<file path="src/rtl/ldtu_link_pkg.sv">
// ldtu_link_pkg
// Shared definitions for the LiTE-DTU serial link: receiver state encoding,
// word/phase widths and the default idle synchronisation word (also used by
// the serializer bench so both ends agree on the pattern).
package ldtu_link_pkg;

    localparam int LDTU_NBITS   = 32;
    localparam int LDTU_PHASE_W = 5;

    localparam logic [LDTU_NBITS-1:0] LDTU_SYNC_PATTERN = 32'h5A5AF0F0;

    typedef enum logic [1:0] {
        ST_HUNT   = 2'd0,
        ST_VERIFY = 2'd1,
        ST_LOCKED = 2'd2
    } link_state_e;

endpackage

</file>
<file path="src/rtl/ldtu_sat_counter.sv">
// ldtu_sat_counter
// Event counter with synchronous clear. SATURATE=1 holds at all-ones,
// SATURATE=0 wraps.
//   i_clk    : clock
//   i_rst_b  : synchronous active-low reset
//   i_clr    : clear (wins over i_inc)
//   i_inc    : count one event
//   o_count  : current count
module ldtu_sat_counter #(
    parameter int CNT_W    = 16,
    parameter bit SATURATE = 1'b0
) (
    input  logic             i_clk,
    input  logic             i_rst_b,
    input  logic             i_clr,
    input  logic             i_inc,
    output logic [CNT_W-1:0] o_count
);

    logic [CNT_W-1:0] r_count;
    logic             w_hold;

    assign w_hold = SATURATE && (&r_count);

    always_ff @(posedge i_clk) begin
        if (!i_rst_b) begin
            r_count <= '0;
        end else if (i_clr) begin
            r_count <= '0;
        end else if (i_inc && !w_hold) begin
            r_count <= r_count + CNT_W'(1);
        end
    end

    assign o_count = r_count;

endmodule

</file>
<file path="src/rtl/ldtu_ser_receiver.sv">
// ldtu_ser_receiver
// Far-end receiver of one LiTE-DTU serializer lane (CLK_SRL domain).
// Deserializes the MSB-first stream, hunts for the sync word to find the
// 32-bit boundary, verifies it over several frames, then delivers aligned
// words and watches for loss of alignment while the link idles in sync mode.
//
// Ports:
//   clock        : serial bit clock, one bit per rising edge
//   rst_b        : synchronous active-low reset
//   serial_in    : serial data, MSB first
//   sync_mode    : transmitter is sending the idle sync word
//   sync_pattern : expected sync word
//   realign      : single-cycle request to restart the hunt
//   data_out     : last aligned word
//   data_valid   : one-cycle strobe, data_out updated
//   locked       : alignment established
//   lock_lost    : one-cycle pulse when leaving LOCKED
//   phase        : bit position within the current word
//   word_count   : words delivered since lock (wraps)
//   err_count    : sync-mode boundary mismatches while locked (saturates)
//
// state     | meaning
// ----------+-----------------------------------------------------------
// ST_HUNT   | searching every bit position for the sync word
// ST_VERIFY | candidate boundary found, confirming on following frames
// ST_LOCKED | aligned; words delivered at each boundary
module ldtu_ser_receiver
    import ldtu_link_pkg::*;
#(
    parameter int NBITS      = LDTU_NBITS,
    parameter int LOCK_COUNT = 4,
    parameter int LOSS_COUNT = 2,
    parameter int CNT_W      = 16
) (
    input  logic                    clock,
    input  logic                    rst_b,
    input  logic                    serial_in,
    input  logic                    sync_mode,
    input  logic [NBITS-1:0]        sync_pattern,
    input  logic                    realign,
    output logic [NBITS-1:0]        data_out,
    output logic                    data_valid,
    output logic                    locked,
    output logic                    lock_lost,
    output logic [LDTU_PHASE_W-1:0] phase,
    output logic [CNT_W-1:0]        word_count,
    output logic [CNT_W-1:0]        err_count
);

    localparam logic [LDTU_PHASE_W-1:0] PH_LAST  = LDTU_PHASE_W'(NBITS - 1);
    localparam logic [3:0]              LOCK_TGT = 4'(LOCK_COUNT);
    localparam logic [3:0]              LOSS_TGT = 4'(LOSS_COUNT);

    link_state_e               r_state;
    logic [NBITS-1:0]          r_sr;
    logic [LDTU_PHASE_W-1:0]   r_phase;
    logic [3:0]                r_match_cnt;
    logic [3:0]                r_loss_cnt;
    logic [NBITS-1:0]          r_data_out;
    logic                      r_data_valid;
    logic                      r_locked;
    logic                      r_lock_lost;

    link_state_e               w_state_nxt;
    logic [LDTU_PHASE_W-1:0]   w_phase_nxt;
    logic [LDTU_PHASE_W-1:0]   w_phase_adv;
    logic [3:0]                w_match_cnt_nxt;
    logic [3:0]                w_loss_cnt_nxt;
    logic [3:0]                w_match_inc;
    logic [3:0]                w_loss_inc;
    logic                      w_match;
    logic                      w_boundary;
    logic                      w_dv_nxt;
    logic                      w_ll_nxt;
    logic                      w_wc_inc;
    logic                      w_wc_clr;
    logic                      w_err_inc;

    assign w_match     = (r_sr == sync_pattern);
    assign w_boundary  = (r_phase == PH_LAST);
    assign w_phase_adv = w_boundary ? '0 : r_phase + LDTU_PHASE_W'(1);
    assign w_match_inc = r_match_cnt + 4'd1;
    assign w_loss_inc  = r_loss_cnt + 4'd1;

    always_ff @(posedge clock) begin
        if (!rst_b) begin
            r_state      <= ST_HUNT;
            r_sr         <= '0;
            r_phase      <= '0;
            r_match_cnt  <= '0;
            r_loss_cnt   <= '0;
            r_data_out   <= '0;
            r_data_valid <= 1'b0;
            r_locked     <= 1'b0;
            r_lock_lost  <= 1'b0;
        end else begin
            r_state      <= w_state_nxt;
            r_sr         <= {r_sr[NBITS-2:0], serial_in};
            r_phase      <= w_phase_nxt;
            r_match_cnt  <= w_match_cnt_nxt;
            r_loss_cnt   <= w_loss_cnt_nxt;
            r_data_valid <= w_dv_nxt;
            r_locked     <= (w_state_nxt == ST_LOCKED);
            r_lock_lost  <= w_ll_nxt;
            if (w_dv_nxt) begin
                r_data_out <= r_sr;
            end
        end
    end

    always_comb begin
        w_state_nxt     = r_state;
        w_phase_nxt     = r_phase;
        w_match_cnt_nxt = r_match_cnt;
        w_loss_cnt_nxt  = r_loss_cnt;
        w_dv_nxt        = 1'b0;
        w_ll_nxt        = 1'b0;
        w_wc_inc        = 1'b0;
        w_wc_clr        = 1'b0;
        w_err_inc       = 1'b0;

        if (realign) begin
            // Realign beats a coincident boundary: no word is delivered.
            w_state_nxt     = ST_HUNT;
            w_phase_nxt     = '0;
            w_match_cnt_nxt = '0;
            w_loss_cnt_nxt  = '0;
            w_wc_clr        = 1'b1;
            w_ll_nxt        = (r_state == ST_LOCKED);
        end else begin
            case (r_state)
                ST_HUNT: begin
                    w_phase_nxt = '0;
                    if (w_match) begin
                        w_match_cnt_nxt = 4'd1;
                        w_state_nxt     = (LOCK_COUNT == 1) ? ST_LOCKED : ST_VERIFY;
                    end
                end

                ST_VERIFY: begin
                    w_phase_nxt = w_phase_adv;
                    if (w_boundary) begin
                        if (w_match) begin
                            w_match_cnt_nxt = w_match_inc;
                            if (w_match_inc == LOCK_TGT) begin
                                w_state_nxt     = ST_LOCKED;
                                w_match_cnt_nxt = '0;
                            end
                        end else begin
                            w_match_cnt_nxt = '0;
                            w_phase_nxt     = '0;
                            w_state_nxt     = ST_HUNT;
                        end
                    end
                end

                ST_LOCKED: begin
                    w_phase_nxt = w_phase_adv;
                    if (w_boundary) begin
                        w_dv_nxt = 1'b1;
                        w_wc_inc = 1'b1;
                        // Only idle sync frames can be checked; data frames are opaque.
                        if (sync_mode && !w_match) begin
                            w_err_inc = 1'b1;
                            if (w_loss_inc == LOSS_TGT) begin
                                w_state_nxt    = ST_HUNT;
                                w_loss_cnt_nxt = '0;
                                w_phase_nxt    = '0;
                                w_ll_nxt       = 1'b1;
                                w_wc_clr       = 1'b1;
                            end else begin
                                w_loss_cnt_nxt = w_loss_inc;
                            end
                        end else begin
                            w_loss_cnt_nxt = '0;
                        end
                    end
                end

                default: begin
                    w_state_nxt = ST_HUNT;
                    w_phase_nxt = '0;
                end
            endcase
        end
    end

    ldtu_sat_counter #(
        .CNT_W    (CNT_W),
        .SATURATE (1'b0)
    ) u_word_cnt (
        .i_clk   (clock),
        .i_rst_b (rst_b),
        .i_clr   (w_wc_clr),
        .i_inc   (w_wc_inc),
        .o_count (word_count)
    );

    ldtu_sat_counter #(
        .CNT_W    (CNT_W),
        .SATURATE (1'b1)
    ) u_err_cnt (
        .i_clk   (clock),
        .i_rst_b (rst_b),
        .i_clr   (1'b0),
        .i_inc   (w_err_inc),
        .o_count (err_count)
    );

    assign data_out   = r_data_out;
    assign data_valid = r_data_valid;
    assign locked     = r_locked;
    assign lock_lost  = r_lock_lost;
    assign phase      = r_phase;

endmodule

</file>
<file path="config.mk">
export PLATFORM = sky130hd
export DESIGN_NAME = ldtu_ser_receiver
export DESIGN_NICKNAME = d
export VERILOG_FILES = /design/src/rtl/ldtu_link_pkg.sv /design/src/rtl/ldtu_sat_counter.sv /design/src/rtl/ldtu_ser_receiver.sv
export SDC_FILE = /design/constraint.sdc
export NUM_CORES = 1
export LEC_CHECK = 0
export CAP_MARGIN = 40
export CORE_ASPECT_RATIO = 0.5
export CORE_MARGIN = 8
export CORE_UTILIZATION = 45
export CTS_CLUSTER_SIZE = 24
export DETAILED_ROUTE_END_ITERATION = 6
export DONT_BUFFER_PORTS = 1
export GPL_TIMING_DRIVEN = 0
export PLACE_DENSITY = 0.63
export SYNTH_ARGS = -nofsm -noshare
export SYNTH_HDL_FRONTEND = slang
export SYNTH_SLANG_ARGS = --single-unit
</file>
<file path="constraint.sdc">
create_clock -name clock -period 2.9 [get_ports clock]
set_clock_uncertainty 0.1 [all_clocks]
set_input_delay 0.29 -clock clock [delete_from_list [all_inputs] [get_ports clock]]
set_output_delay 0.29 -clock clock [all_outputs]
set_load 0.005 [all_outputs]
</file>
==> impl_metrics.ini, run 1 <==
[grt]
global_route_wire_length_before_repair_mm = 18.16
gr-total-overflow = 0
grt_antenna_before_repair = 0
grt.total_usage = 0.1553
first_global_vias = 3492
pin_count_of_the_biggest_net_entering_global_routing = 17

[clock_network]
post_cts_buffers = 0
clk_pin_slew_worst_paths_ns = 0.05
clock_tree.htree_level_count = 4
cts_tree = yes
clkSinkCount = 114
numCtsBuffers = 17
cts_root_buffer = clkbuf_16
clk_latency_ns = 0.40
clock_tree.buffer_depth = 2

[timing]
worst_slew_margin_rel = 0.6554
grt_setup_unrepaired = false
post-route-period-util = 0.9422
total_count_of_max_transition_violations_in_the_final_report = 0
fin_worst_hold_slack_ns = 0.1721
setup_tns_ns = 0
final-hold-violation-count = 0
setup_violations = 0
worst-slew-pin-transition_ns = 0.5115
fin_crit_ns = 2.732
maxClockFrequency_mhz = 366.0

[place]
place_hpwl_mm = 8.527
number_of_port_buffers = 0
globalplace.congestion = 0.8155

[route]
final_antenna_net_count = 0
drt_pass1_iterations = 4
drt_first_iter_violations = 116
drt-vias-per-instance = 5.006
routed_wirelength_mm = 11.47
dr_total_vias = 3604
route.detailed.wl_per_inst_um = 15.93
drc = 0

[logic_synthesis]
synth_commonest_cells = 114 x dfxtp_1, 94 x nand2_1, 43 x xor2_1, 41 x a21oi_1, 34 x and2_1
synthTopCellsByArea = dfxtp_1 46%, xor2_1 7.6%, nand2_1 7.2%, and2_1 4.3%, a21oi_1 4.2%
synth_cell_type_count = 50
syn-mean-instance-area_um2 = 9.122
syn_area_mm2 = 0.004935
syn_inst = 541
synth_edf_count = 0
netlist.area_leader.share = 0.4625
synth-seq-cells = 114
synth_largest_area_cell = dfxtp_1
primary_flip_flop_cell_chosen_by_synthesis_mapping = dfxtp_1
most_instantiated_library_cell_after_synthesis = dfxtp_1
synthArstFlopShare = 0
synth-warning-count = 0
synth_fp_nets = 590
synth_sequential_area_ratio = 0.4625

[final_layout]
final_nets = 612
area_delta_synth_final_pct = 16.23
antennaDiodeCount = 0
drive_gt1_frac = 0.1200

[die]
die_height_um = 90.05
rows = 27
coreArea_mm2 = 0.01084
die_width_um = 164.1
top_level_ports = 109
dieArea_mm2 = 0.01478
start_util = 0.4551

[worst_setup_path]
cpLargestDelayFamily = simple AND/OR/NAND/NOR gates
data_required_time_of_the_worst_path_ns = 3.08
cpPeakStageDelay_ns = 0.39
cell_with_the_largest_stage_delay_on_the_worst_path = dfxtp_1
arrival_ns = 2.91
crit_path_start_kind = register
critical_path.endpoint_type = register
setup.worst_path.class = reg2reg
critical_path.cell_chain = ha_1 > and3_1 > ha_1 > clkbuf_4 > and3b_1 > buf_4 > o211ai_2 > buf_2 > nor4_2 > xnor2_1 > nor2_1
crit_path_max_fanout = 10
crit_buf_inv = 3
critical_path.most_common_cell = ha_1

[flow_run]
cap_viol_max_count = 0

[run_status]
outcome = finished clean

[power_and_ir_drop]
max-vdd-ir-drop_mv = 0.4156
p_per_area_mw_per_mm2 = 636.3
p_leak_uw = 0.002139

[worst_hold_path]
hold_class = in2reg
[kinds of logic (layout without fill, tap and decap cells)]
group | count (synthesis) | count (layout) | share of synthesized area
AND/OR/NAND/NOR | 246 | 246 | 0.2761
flip-flops | 114 | 114 | 0.4625
AO/OA/AOI/OAI | 64 | 64 | 0.07860
XOR/XNOR | 62 | 62 | 0.1100
buffers and inverters | 39 | 73 | 0.03423
adder cells (fa/ha/maj) | 12 | 12 | 0.03043
multiplexers | 4 | 4 | 0.008114
[cell type report]
type | instances | area, um^2
flip-flops and latches | 114 | 2282
clock inverters | 9 | 107.6
fillers | 1017 | 5109
plain buffers | 23 | 113.9
clock buffers | 22 | 464.2
inverters | 16 | 60.06
repair buffers | 3 | 30.03
well taps | 145 | 181.4
multi-input cells | 388 | 2496
[registers in the layout, indices dropped and copies added (netlist names)]
name and flops:
data_out 32, data_valid 1, lock_lost 1, locked 1
phase 5, r_loss_cnt 4, r_match_cnt 4, r_sr 32
r_state 2, u_err_cnt.o_count 16, u_word_cnt.o_count 16
[stage by stage]
step	util	total power (uW)	cell area (um^2)	std cells	setup slack, ns
after global placement	0.4718	1672	5116	686	0.08484
after CTS	0.5273	3696	5718	720	0.03345
after detailed placement	0.4718	1671	5116	686	0.04631
after global routing	0.5289	3763	5736	720	0.004599
final	0.5289	3650	5736	720	0.1677
after floorplan	-	1656	4935	541	0.5040
[what timing repair did]
item	CTS	global route
resized for setup	0	5
hold buffers	3	0
endpoints found under the setup margin	0	13
endpoints found under the hold margin	5	0
[where the power goes]
group	switching, uW	total, uW	internal (uW)
logic	45.8	69.7	23.9
registers	1.84	1570	1570
clock network	707	2010	1300
[worst reg2reg max path: stages, from the launching register on]
cell	delay (ns)
dfxtp_1	0.39
ha_1	0.21
and3_1	0.17
ha_1	0.13
clkbuf_4	0.21
and3b_1	0.24
buf_4	0.21
o211ai_2	0.18
buf_2	0.25
nor4_2	0.32
xnor2_1	0.16
nor2_1	0.05
[metal layers]
layer | vias to the layer above | GRT usage | part of all wire
met4 | 0 | 0.05940 | 0.013
met2 | 72 | 0.2568 | 0.49
met3 | 12 | 0.06096 | 0.068
li1 | 1846 | - | -
met5 | - | 0 | 0
met1 | 1674 | 0.1774 | 0.43
[final timing paths]
path	from	end	slack, ns	cells after the start
setup / recovery	phase[0]$_SDFF_PP0_	u_err_cnt.o_count[9]$_SDFFE_PN0P_	0.17	11
hold / removal	realign	r_state[0]$_SDFF_PN0_	0.17	4
setup reg to reg	phase[0]$_SDFF_PP0_	u_err_cnt.o_count[9]$_SDFFE_PN0P_	0.17	11
hold reg to reg	r_sr[22]$_SDFF_PN0_	data_out[22]$_SDFFE_PN0P_	0.37	2
[layout by cell type, fill, tap and decap left out, types with 3 or more instances in the layout]
cell type / n
a21oi_1: 41
mux2i_1: 4
clkinv_2: 3
ha_1: 12
nor3_1: 9
xnor2_1: 19
o21ai_0: 7
a31oi_1: 3
nor4_2: 12
inv_1: 15
and2_1: 34
clkbuf_16: 17
dfxtp_1: 114
nor4_1: 3
nor2_1: 33
clkbuf_1: 19
nand2b_1: 4
nand2_1: 94
nand3b_1: 3
nand3_1: 10
and4_1: 3
nor2_4: 10
and3_1: 9
xor2_1: 43
nand4_1: 5
dlygate4sd3_1: 3
Power figures use the tool's default switching activity.
==> run 2: changes to the inputs <==
- ABC_AREA: unset -> 1
- CAP_MARGIN: 40 -> 20
==> run 2 against run 1 <==
- sequential cell count stayed put
- global-route usage rose by 1.2 points
- register-to-register slack improved by 0.26 ns
- critical endpoint is now data_out[25]$_SDFFE_PN0P_
==> impl_metrics.ini, run 2 <==
[logic_synthesis]
synth_fa_ha_area_frac = 0.02880
synth_top_family_by_area = simple AND/OR/NAND/NOR gates
synth_edf_count = 0
most_instantiated_library_cell_after_synthesis = nand2_1
synth_fp_nets = 752
syn_area_mm2 = 0.005212
primary_flip_flop_cell_chosen_by_synthesis_mapping = dfxtp_1
synthTopCellsByArea = dfxtp_1 44%, nand2_1 11%, nor2_1 7.4%, inv_1 6.3%, xnor2_1 5.5%
synth_largest_area_cell = dfxtp_1
netlist.area_leader.share = 0.4378
synth_cell_type_count = 38
synthArstFlopShare = 0
synthXorXnorAreaFrac = 0.08401
synth_simple_gate_area_share = 0.2844
syn-mean-instance-area_um2 = 7.415
synth-warning-count = 0
synth_commonest_cells = 158 x nand2_1, 114 x dfxtp_1, 103 x nor2_1, 88 x inv_1, 40 x nand3_1
synth-seq-cells = 114
synth_sequential_area_ratio = 0.4378
syn_inst = 703
synthMuxAreaShare = 0
synth-compound-area-share = 0.08281

[timing]
final-hold-violation-count = 0
total_count_of_max_transition_violations_in_the_final_report = 0
fin_crit_ns = 2.468
setup_violations = 0
worst-slew-pin-transition_ns = 0.6160
setup_tns_ns = 0
post-route-period-util = 0.8512
grt_setup_unrepaired = false
maxClockFrequency_mhz = 405.1
worst_slew_margin_rel = 0.5893

[worst_setup_path]
arrival_ns = 2.71
timing.critical_path.from = phase[0]$_SDFF_PP0_
worst_r2r_endpoint = data_out[25]$_SDFFE_PN0P_
critical_path.cell_chain = ha_1 > and3_1 > ha_1 > buf_2 > nand3_4 > clkbuf_1 > clkbuf_1 > o21ai_0 > nor2_1
worstRegToRegCells = 9
data_required_time_of_the_worst_path_ns = 3.14
crit_buf_inv = 3
r2r_slack_ns = 0.43
cpPeakStageDelay_ns = 0.42
crit_path_max_fanout = 10
crit_path_start_kind = register
worstReg2RegStart = phase[0]$_SDFF_PP0_
timing.critical_path.to = data_out[25]$_SDFFE_PN0P_
critical_path.endpoint_type = register
setup.worst_path.class = reg2reg
cpLargestDelayFamily = buffers and inverters
cp.depth = 9
cell_with_the_largest_stage_delay_on_the_worst_path = clkbuf_1

[place]
number_of_port_buffers = 0
place_inst = 848
globalplace.congestion = 0.8725
place_hpwl_mm = 9.584

[grt]
gr-total-overflow = 0
global_route_wire_length_before_repair_mm = 20.98
grt_antenna_before_repair = 0
first_global_vias = 4044
pin_count_of_the_biggest_net_entering_global_routing = 17
grt.total_usage = 0.1677

[final_layout]
drive_gt1_frac = 0.07745
fill_cells = 1064
antennaDiodeCount = 0
most-common-layout-cells = 158 x nand2_1, 114 x dfxtp_1, 103 x nor2_1
layout_commonest_cell = nand2_1
area_delta_synth_final_pct = 15.53
final_nets = 772
final-instance-count-excl-fill = 881

[power_and_ir_drop]
max-vdd-ir-drop_mv = 0.4173
p_leak_uw = 0.002588
overall_power_consumption_uw = 3824
p_per_area_mw_per_mm2 = 635.0

[die]
coreArea_mm2 = 0.01115
die_width_um = 168.2
die_height_um = 92.11
start_util = 0.4676
top_level_ports = 109
rows = 27
dieArea_mm2 = 0.01549

[route]
dr_total_vias = 4283
drt-vias-per-instance = 4.862
drt_pass1_iterations = 4
route.detailed.wl_per_inst_um = 14.39
drt_first_iter_violations = 211
routed_wirelength_mm = 12.68
final_antenna_net_count = 0
drc = 0

[run_status]
outcome = finished clean

[clock_network]
cts_root_buffer = clkbuf_16
clk_pin_slew_worst_paths_ns = 0.05
cts_hold_buf = 1
clock_tree.buffer_depth = 2
post_cts_resized = 0
post_cts_buffers = 0
cts_tree = yes
clock_tree.htree_level_count = 4
numCtsBuffers = 17
clkSinkCount = 114
clk_latency_ns = 0.40

[worst_hold_path]
hold_class = in2reg

[flow_run]
cap_viol_max_count = 0
==> run 2: worst register-to-register path: stages, from the launching register on <==
cell,delay [ns]
dfxtp_1,0.34
ha_1,0.23
and3_1,0.19
ha_1,0.16
buf_2,0.17
nand3_4,0.16
clkbuf_1,0.42
clkbuf_1,0.39
o21ai_0,0.14
nor2_1,0.10
==> run 2: kinds of logic (layout without fill, tap and decap cells) <==
group                    Yosys count  count (layout)
buffers and inverters            110             143
XOR/XNOR                          50              50
AND/OR/NAND/NOR                  335             335
AO/OA/AOI/OAI                     82              82
flip-flops                       114             114
adder cells (fa/ha/maj)           12              12
==> run 2: report_power, final <==
group | internal, uW | switching (uW) | leakage, uW | total (uW)
sequential | 1570 | 1.84 | 0.000918 | 1570
clock | 1390 | 774 | 0.000294 | 2160
combinational | 31.4 | 61.9 | 0.00138 | 93.3
total | 2990 | 837 | 0.00259 | 3820
==> run 2: layer usage <==
layer | vias up | part of all wire | global-route usage
met1 | 1947 | 0.46 | 0.2015
li1 | 2241 | - | -
met4 | 0 | 0.0078 | 0.05092
met3 | 9 | 0.095 | 0.07952
met5 | - | 0 | 0
met2 | 86 | 0.44 | 0.2638
==> run 2: worst min path at each step <==
stage | to | cells past startpoint | start | slack [ns]
6_report | lock_lost$_SDFF_PN0_ | 2 | realign | 0.02
5_1_grt | lock_lost$_SDFF_PN0_ | 2 | realign | 0.03
4_1_cts | lock_lost$_SDFF_PN0_ | 2 | realign | 0.008
3_5_place_dp | r_sr[0]$_SDFF_PN0_ | 2 | serial_in | 0.31
3_3_place_gp | r_sr[0]$_SDFF_PN0_ | 2 | serial_in | 0.29
2_1_floorplan | r_sr[0]$_SDFF_PN0_ | 2 | serial_in | 0.29
==> run 2: layout make-up <==
type / count / area (um^2) / share of cell area
repair buffers: 1 / 10.01 / 0.001662
plain buffers: 21 / 93.84 / 0.01558
flip-flops and latches: 114 / 2282 / 0.3790
clock buffers: 18 / 439.2 / 0.07293
multi-input cells: 479 / 2502 / 0.4155
clock inverters: 14 / 178.9 / 0.02971
inverters: 89 / 334.1 / 0.05547
well taps: 145 / 181.4 / 0.03013
==> run 2: stage by stage <==
| stage | util | worst slack (ns) | hold WS [ns] | instance area [um^2] |
|---|---|---|---|---|
| finish | 0.5402 | 0.4316 | 0.02115 | 6022 |
| global route | 0.5402 | 0.1976 | 0.03211 | 6022 |
| CTS | 0.5402 | 0.3896 | 0.007930 | 6022 |
| detailed placement | 0.4838 | 0.4057 | 0.3100 | 5394 |
| global placement | 0.4838 | 0.4156 | 0.2944 | 5394 |
| floorplan | - | 0.6729 | 0.2876 | 5213 |
==> run 3: changes to the inputs <==
- CORE_UTILIZATION: 45 -> 30
- PLACE_DENSITY: 0.63 -> 0.47
==> run 3 against run 2 <==
- routed wire length increased by 13%
- largest power group unchanged
- setup slack lost 0.065 ns
- critical path type unchanged
- highest routed layer unchanged
- non-clock buffer count unchanged
- combinational power increased by 2.4%
==> impl_metrics.ini, run 3 (synthesized netlist as in run 2, its figures left out) <==
[run_status]
outcome = finished clean

[route]
final_antenna_net_count = 0
drt_first_iter_violations = 206
route.detailed.wl_per_inst_um = 14.82
drt-vias-per-instance = 4.444
routed_wirelength_mm = 14.38
dr_total_vias = 4311
drt_pass1_iterations = 4
drc = 0

[timing]
worst-slew-pin-transition_ns = 0.6178
fin_crit_ns = 2.533
post-route-period-util = 0.8735
total_count_of_max_transition_violations_in_the_final_report = 0
grt_setup_unrepaired = false
postLayoutSetupSlackWorst_ns = 0.3668
maxClockFrequency_mhz = 394.8
final-hold-violation-count = 0
setup_violations = 0
worst_slew_margin_rel = 0.5882
setup_tns_ns = 0

[worst_setup_path]
critical_path.cell_chain = ha_1 > and3_1 > ha_1 > buf_2 > nand3_4 > clkbuf_1 > clkbuf_1 > o21ai_0 > nor2_1
arrival_ns = 2.78
crit_path_start_kind = register
cpLargestDelayFamily = buffers and inverters
setup.worst_path.class = reg2reg
cpPeakStageDelay_ns = 0.42
data_required_time_of_the_worst_path_ns = 3.14
cell_with_the_largest_stage_delay_on_the_worst_path = clkbuf_1
crit_path_max_fanout = 10
critical_path.endpoint_type = register
crit_buf_inv = 3

[place]
globalplace.congestion = 0.8150
number_of_port_buffers = 0
post-place-ws_ns = 0.3396
place_hpwl_mm = 10.92
placement_cell_area_mm2 = 0.005505

[die]
dieArea_mm2 = 0.02210
rows = 34
die_width_um = 202.4
die_height_um = 109.2
top_level_ports = 109
coreArea_mm2 = 0.01719
start_util = 0.3033

[power_and_ir_drop]
p_leak_uw = 0.002582
p_per_area_mw_per_mm2 = 621.7
max-vdd-ir-drop_mv = 0.4015
overall_power_consumption_uw = 3799

[grt]
grt_antenna_before_repair = 0
grt_util_met2 = 0.2081
gr-total-overflow = 0
grt_busiest_layer = met2
grtUsageMet3 = 0.04864
first_global_vias = 4204
grt.total_usage = 0.1329
global_route_wire_length_before_repair_mm = 23.02
pin_count_of_the_biggest_net_entering_global_routing = 17
global_route.usage.met1 = 0.1670

[clock_network]
clkSinkCount = 114
clock_tree.htree_level_count = 4
clock_tree.buffer_depth = 2
cts_tree = yes
cts_root_buffer = clkbuf_16
clk_latency_ns = 0.42
numCtsBuffers = 17
clk_pin_slew_worst_paths_ns = 0.06

[final_layout]
drive_gt1_frac = 0.07745
antennaDiodeCount = 0
layout_commonest_cell = nand2_1
stdcell_area_mm2 = 0.006111
area_delta_synth_final_pct = 17.23
most-common-layout-cells = 158 x nand2_1, 114 x dfxtp_1, 103 x nor2_1
final_nets = 772
post-route-util = 0.3556

[worst_hold_path]
hold_class = in2reg

[flow_run]
cap_viol_max_count = 0
[run 3: cell types whose count changed in the layout (fill, tap and decap cells not counted), sizes merged]
cell      previous run  this run
clkbuf              34        33
inv                 92        96
clkinv               5         4
bufinv               3         2
clkinvlp             3         2
[run 3: report_power, final]
part,internal [uW],switching [uW]
clock,1290,843
sequential,1570,1.98
combinational,31.4,64.0
total,2890,909
[run 3: stage by stage]
stage          hold WS [ns]  cells
2_1_floorplan        0.2876    703
6_report            0.01534    970
3_3_place_gp         0.2977    937
3_5_place_dp         0.2998    937
5_1_grt             0.02991    970
4_1_cts            0.004459    970
[run 3: worst paths after layout]
path                               endpoint           startpoint  slack (ns)  cells after the start
setup reg to reg  data_out[22]$_SDFFE_PN0P_  phase[0]$_SDFF_PP0_        0.37                      9
setup / recovery  data_out[22]$_SDFFE_PN0P_  phase[0]$_SDFF_PP0_        0.37                      9
hold / removal         lock_lost$_SDFF_PN0_              realign        0.02                      2
hold reg to reg         r_sr[19]$_SDFF_PN0_  r_sr[18]$_SDFF_PN0_        0.34                      2
[run 3: cell type report]
class                           count  area [um^2]
Clock inverter                     15        170.2
Buffer                             21        93.84
Clock buffer                       17        425.4
Tap cell                          234        292.8
Inverter                           89        334.1
Multi-Input combinational cell    479         2502
Timing Repair Buffer                1        10.01
Fill cell                        1877        11080
Sequential cell                   114         2282
[run 3: layer usage]
layer,wire (um),share of wire
met2,6207,0.43
met1,7043,0.49
met3,978,0.068
met5,0,0
met4,146,0.010
[run 3: repair_timing]
item                                   CTS  global route
resized for setup                        0             0
setup buffers                            0             0
endpoints found under the hold margin    1             0
hold buffers                             1             0
